$ cat src/rtl/vga_timing_gen.sv
// ---------------------------------------------------------------------------
// vga_timing_gen
//   640x480@60Hz VGA raster timing from the 50 MHz system clock.
//   A clock divider produces a one-clk pixel strobe (pix_en) and a pixel
//   clock for the DAC (vgaclk). Raw beam counters x/y run over the full
//   line/frame (sync + porches + active) and advance only on pix_en.
//   Sync, blanking and beam counters feed the downstream address mapper,
//   which expects the active window at x 144..783, y 35..514.
//
// Ports
//   clk          in   system clock
//   reset        in   synchronous, active-high; overrides everything
//   pix_en       out  one-clk strobe; x/y advance on this clk's rising edge
//   vgaclk       out  pixel clock to DAC, period CLK_DIV clks
//   x            out  horizontal beam counter, 0..H_TOTAL-1
//   y            out  vertical beam counter, 0..V_TOTAL-1
//   hsync        out  horizontal sync, active low
//   vsync        out  vertical sync, active low
//   blank_b      out  1 = beam inside the active window
//   line_start   out  one-clk pulse on the first clk with x==0 after a wrap
//   frame_start  out  one-clk pulse on the first clk with x==0 && y==0
//                     after a frame wrap
// ---------------------------------------------------------------------------
module vga_timing_gen #(
  parameter int CLK_DIV  = 2,
  parameter int H_SYNC   = 96,
  parameter int H_BP     = 48,
  parameter int H_ACTIVE = 640,
  parameter int H_FP     = 16,
  parameter int V_SYNC   = 2,
  parameter int V_BP     = 33,
  parameter int V_ACTIVE = 480,
  parameter int V_FP     = 10
) (
  input  logic       clk,
  input  logic       reset,
  output logic       pix_en,
  output logic       vgaclk,
  output logic [9:0] x,
  output logic [9:0] y,
  output logic       hsync,
  output logic       vsync,
  output logic       blank_b,
  output logic       line_start,
  output logic       frame_start
);

  localparam int H_TOTAL = H_SYNC + H_BP + H_ACTIVE + H_FP;
  localparam int V_TOTAL = V_SYNC + V_BP + V_ACTIVE + V_FP;
  localparam int DIV_W   = $clog2(CLK_DIV);

  localparam logic [DIV_W-1:0] DIV_LAST = DIV_W'(CLK_DIV - 1);
  localparam logic [DIV_W-1:0] DIV_HALF = DIV_W'(CLK_DIV / 2);

  localparam logic [9:0] H_LAST      = 10'(H_TOTAL - 1);
  localparam logic [9:0] V_LAST      = 10'(V_TOTAL - 1);
  localparam logic [9:0] H_SYNC_END  = 10'(H_SYNC);
  localparam logic [9:0] V_SYNC_END  = 10'(V_SYNC);
  localparam logic [9:0] H_ACT_BEG   = 10'(H_SYNC + H_BP);
  localparam logic [9:0] H_ACT_END   = 10'(H_SYNC + H_BP + H_ACTIVE);
  localparam logic [9:0] V_ACT_BEG   = 10'(V_SYNC + V_BP);
  localparam logic [9:0] V_ACT_END   = 10'(V_SYNC + V_BP + V_ACTIVE);

  logic [DIV_W-1:0] div;
  logic [DIV_W-1:0] div_next;
  logic             x_wrap;
  logic             y_wrap;
  logic             h_active;
  logic             v_active;

  always_comb begin
    pix_en   = (div == DIV_LAST);
    div_next = pix_en ? '0 : div + 1'b1;
    x_wrap   = pix_en && (x == H_LAST);
    y_wrap   = x_wrap && (y == V_LAST);
  end

  // vgaclk is registered from the next divider value so that it always
  // equals (div >= CLK_DIV/2) in the same clk, including straight after reset.
  always_ff @(posedge clk) begin
    if (reset) begin
      div         <= '0;
      vgaclk      <= 1'b0;
      x           <= '0;
      y           <= '0;
      line_start  <= 1'b0;
      frame_start <= 1'b0;
    end else begin
      div         <= div_next;
      vgaclk      <= (div_next >= DIV_HALF);
      // Pulses land on the clk in which the counters first read the wrapped
      // value; reset release never produces one since x_wrap needs pix_en.
      line_start  <= x_wrap;
      frame_start <= y_wrap;
      if (pix_en) begin
        if (x_wrap) begin
          x <= '0;
          y <= y_wrap ? '0 : y + 10'd1;
        end else begin
          x <= x + 10'd1;
        end
      end
    end
  end

  // Decodes are purely combinational from the registered counters so they
  // line up with x/y with zero latency.
  always_comb begin
    hsync    = ~(x < H_SYNC_END);
    vsync    = ~(y < V_SYNC_END);
    h_active = (x >= H_ACT_BEG) && (x < H_ACT_END);
    v_active = (y >= V_ACT_BEG) && (y < V_ACT_END);
    blank_b  = h_active && v_active;
  end

endmodule

$ cat config.mk
export PLATFORM = sky130hd
export DESIGN_NAME = vga_timing_gen
export DESIGN_NICKNAME = d
export VERILOG_FILES = /design/src/rtl/vga_timing_gen.sv
export SDC_FILE = /design/constraint.sdc
export NUM_CORES = 1
export LEC_CHECK = 0
export BUFFER_PORTS_ARGS = -buffer_cell sky130_fd_sc_hd__buf_2
export CAP_MARGIN = 0
export CORE_MARGIN = 5
export CORE_UTILIZATION = 30
export CTS_BUF_LIST = sky130_fd_sc_hd__clkbuf_4 sky130_fd_sc_hd__clkbuf_8
export CTS_CLUSTER_SIZE = 30
export DETAILED_ROUTE_END_ITERATION = 7
export PLACE_DENSITY = 0.5
export SLEW_MARGIN = 20
export SYNTH_ARGS = -nofsm -noshare
export SYNTH_HDL_FRONTEND = slang
export SYNTH_SLANG_ARGS = --single-unit
export TNS_END_PERCENT = 5
$ cat constraint.sdc
create_clock -name clk -period 5.7 [get_ports clk]
set_input_delay 0.57 -clock clk [delete_from_list [all_inputs] [get_ports clk]]
set_output_delay 0.57 -clock clk [all_outputs]
set_load 0.02 [all_outputs]
# Yosys cells after proc, flatten, opt, wreduce, memory -nomap -nowiden
# Cells that the tools add are included.
# op_classes
n_addsub	3
order_cmp	7
eq_ne	2
muxes	3
bitwise	2
reduce_logical	6
# op_table
cell	count
10-bit by 1-bit adder with 10-bit output (second input constant)	2
10-bit equality test (second input constant)	2
10-bit < comparator (second input constant)	2
10-bit 2-to-1 mux	2
10-bit by 6-bit >= comparator with 1-bit output (second input constant)	1
10-bit by 8-bit >= comparator with 1-bit output (second input constant)	1
10-bit by 2-bit < comparator with 1-bit output (second input constant)	1
10-bit by 7-bit < comparator with 1-bit output (second input constant)	1
1-bit logical AND	5
1-bit NOT	2
2-bit AND reduction	1
1-bit adder (second input constant)	1
1-bit >= comparator (second input constant)	1
1-bit 2-to-1 mux	1
# word_totals
regBits	24
input_bits	2
elab_cells	29

# Longest topological paths before layout
# logic_depth
depth_word	4
ltp_mapped	6
mapped_depth_nobuf	6

# Least setup slack after synthesis
# Ideal clock, no wire load.
# synth_path
kind	register to output
start	register x[4]
end	output port blank_b
arrival_time_ps	1810
t_required_ps	5130
path_slack_ps	3320
path_stages_with_launch	4
n_path_buf	1
path_cell_list	dfxtp_1 buf_6 or4_2 a311oi_1
# synth_via
elab_chain_cells	3
word_cells_on_any_way	4
cone_classes	2 x order compare; 2 x reduce/logical
# synth_lines
item	line	source
start: declaration	39	output logic [9:0] x,
start signal: assignment	100	x <= x + 10'd1;
10-bit by 8-bit >= comparator with 1-bit output or 10-bit < comparator (tied branches)	111	h_active = (x >= H_ACT_BEG) && (x < H_ACT_END);
1-bit logical AND (*)	111	
1-bit logical AND (*)	113	blank_b = h_active && v_active;
end: declaration	43	output logic blank_b,
# Every way passes the cells marked *; elsewhere a longest branch is shown, timed or not.

# Worst setup path after layout
# layout_path
start	register y[0]
end	output port blank_b
# layout_via
elab_chain_cells	3
word_cells_on_any_way	4
cone_classes	2 x order compare; 2 x reduce/logical
# layout_lines
item	line	source
start: declaration	40	output logic [9:0] y,
start signal: assignment	98	y <= y_wrap ? '0 : y + 10'd1;
10-bit by 6-bit >= comparator with 1-bit output or 10-bit < comparator (tied branches)	112	v_active = (y >= V_ACT_BEG) && (y < V_ACT_END);
1-bit logical AND (*)	112	
1-bit logical AND (*)	113	
# Marked as above.

==> key figures <==
Routing
  • DR vias/cell: 5.01
  • Detailed-router iteration count before antenna repair: 4
  • # DRC: 0
  • Antenna Nets Post-Route: 0
  • Final WL: 3.09 mm
  • Initial drt markers: 30
  • Routed via count: 1113
  • WL/cell: 13.9 um

Timing
  • Period minus WS final: 2.47 ns
  • Setup TNS: 0 ns
  • Worst hold slack: 0.559 ns
  • Final worst slack: 3.23 ns
  • Clk_skew: 0.00200 ns
  • Rel. slew slack: 0.654
  • Period utilisation layout: 0.433
  • Slew Limit Fails: 0
  • Actual slew at the worst max-slew pin: 0.516 ns
  • Max frequency: 405 MHz
  • Endpoints failing hold: 0
  • Setup Viol. Count Final: 0
  • RSZ-0062 raised after global routing: no

Clock tree
  • # resized after CTS: 0
  • Sink Count: 23
  • Root buf cell: clkbuf_8
  • CTS Hold Bufs: 0
  • Clock Pin Slew Worst Setup and Hold Paths: 0.09 ns
  • CTS Buf Count: 3
  • Bufs on Longest Clock Path: 2
  • Postcts setup bufs: 0
  • Worst skew pair latency: 0.26 ns
  • CTS tree: yes
  • CTS HTree Levels: 1

Worst setup path
  • CP arrival: 1.90 ns
  • Reg-to-reg slack, setup: 3.60 ns
  • Critical path capture point type: output port
  • Crit-path cells: ha_1 -> nor4_1 -> and4b_1 -> nor3_1 -> a311oi_1 -> buf_2
  • FF-to-FF Start: x[0]
  • CP max stage delay: 0.38 ns
  • Slowest CP cell: dfxtp_1
  • WP data required: 5.13 ns
  • Worst reg-to-reg path cell count: 5
  • Crit-path max FO: 7
  • CP Launch Type: flip-flop
  • Crit path kind: reg2out
  • Reg2Reg Capture Point: y[0]

Global route
  • Vias in the first global route: 1093
  • Initial antenna violation count: 0
  • First-pass GRT wire length: 5.15 mm
  • Largest net degree at the start of global routing: 13
  • Global-route met1 utilization: 0.155
  • Grt ovf: 0
  • GR Util All Layers: 0.117
  • Met3 GRT Util: 0.0317
  • GR peak layer: met2
  • Met2 usage: 0.184

Cells and area
  • Fillers: 463
  • Commonest non-fill, non-tap cell in the layout: buf_2
  • Final #Nets: 177
  • Final instance area: 1460 um2
  • Most frequent cells in the layout: buf_2, dfxtp_1, nor2_1, nand4_1, xnor2_1
  • Area Overhead vs Synth: 12.6%
  • Share of layout cells above drive strength 1: 0.235
  • N_diodes: 0
  • Final Non-Filler Cells: 222

Power and ir drop
  • Static Leak: 0.591 nW
  • VDD IR max: 129 uV
  • Pwr Density: 196 nW/um2

Yosys
  • Mapped cell area: 1300 um2
  • Synthesis Warnings: 0
  • Register area share after synthesis: 0.355
  • FFs w/ async S/R, synth: 0
  • Syn Nets: 156
  • Number of flops mapped to enable cells by yosys: 0
  • Avg Synthesized Cell Area: 8.65 um2
  • Main flop type after synthesis: dfxtp_1
  • #FFs+latches synth: 23
  • Post-synth cell types: 37
  • Syn Inst Count: 150

Place
  • PortBufs: 28
  • DP Area: 1410 um2
  • Gp weighted congestion: 0.883
  • Dpl hpwl: 2.30 mm
  • Placed insts: 218
  • DP Worst Slack: 3.54 ns

Floorplan
  • Row Count: 24
  • Die extent in y: 75.8 um
  • Initial Utilization: 0.304
  • Die area: 5740 um2
  • I/O pin total: 29
  • DIE WIDTH: 75.8 um
  • Core box area: 4260 um2

Min path
  • Worst hold path endpoint: x[1]
  • Hold_sp: x[1]
  • HP Class: reg2reg
  • Hold-critical path depth: 2

Outcome
  • Status: finished, final reports clean

Job
  • Max Cap Viol: 0
## registers in the layout, summed over array words and instances, names as in the netlist
signal       cells
frame_start      1
x               10
y               10
vgaclk           1
line_start       1
## where the power goes
group / internal, mW / switching, mW
clock network: 0.0547 / 0.0547
logic: 0.00304 / 0.00808
registers: 0.162 / 0.00312
total: 0.220 / 0.0659
## cell type report
class | count | area (um2) | share of cell area
repair buffers | 28 | 140 | 0.0959
inverters | 8 | 30.0 | 0.0205
flip-flops and latches | 23 | 460 | 0.315
well taps | 52 | 65.1 | 0.0445
clock buffers | 4 | 48.8 | 0.0334
multi-input cells | 107 | 717 | 0.491
## per-stage QoR
step / power, mW / util
final: 0.286 / 0.343
after global routing: 0.300 / 0.343
after CTS: 0.291 / 0.343
after detailed placement: 0.180 / 0.331
after global placement: 0.180 / 0.331
after floorplan: 0.177 / -
## critical path: cells and delay by family, from the launching register on
kind / cells / cell delay (ns)
AOI/OAI and AO/OA: 1 / 0.21
adders and majority gates: 1 / 0.26
buffers and inverters: 1 / 0.21
DFF: 1 / 0.38
and+or+nand+nor: 3 / 0.57
## worst max path at each step
stage | from | end | slack (ns) | cells after the start
detailed placement | x[4] | blank_b | 3.54 | 3
global route | y[0] | blank_b | 3.12 | 6
finish | y[0] | blank_b | 3.23 | 6
floorplan | x[4] | blank_b | 3.32 | 3
CTS | y[0] | blank_b | 3.23 | 6
global placement | x[4] | blank_b | 3.58 | 3
## metal layers
layer	part of all wire	vias to the layer above
met5	0	-
met4	0.013	0
met3	0.051	4
met2	0.44	28
met1	0.50	512
li1	-	569
## cell families after synthesis
kind of cell / synth area share
muxes: 0.0241
DFF: 0.355
AOI/OAI and AO/OA: 0.0482
buffers and inverters: 0.0926
xor gates and xnor gates: 0.0878
adders and majority gates: 0.0386
and+or+nand+nor: 0.354
## synthesized netlist by cell type, types with 2 or more instances
cell / number / area (um2)
nor4_4: 2 / 42.5
xor2_1: 3 / 26.3
dfxtp_1: 23 / 460
inv_1: 8 / 30.0
clkbuf_1: 5 / 18.8
a21oi_1: 2 / 10.0
nor3_1: 9 / 45.0
nand4_1: 10 / 62.6
buf_6: 3 / 33.8
nand3_1: 8 / 40.0
ha_1: 4 / 50.1
mux2i_1: 2 / 20.0
and4_1: 3 / 26.3
o21ai_0: 3 / 15.0
xnor2_1: 10 / 87.6
buf_2: 2 / 10.0
nand2_1: 9 / 33.8
nor2_1: 20 / 75.1
nor4_1: 5 / 31.3
and4b_1: 2 / 20.0
Note: power is estimated with default switching activity, not from simulation.
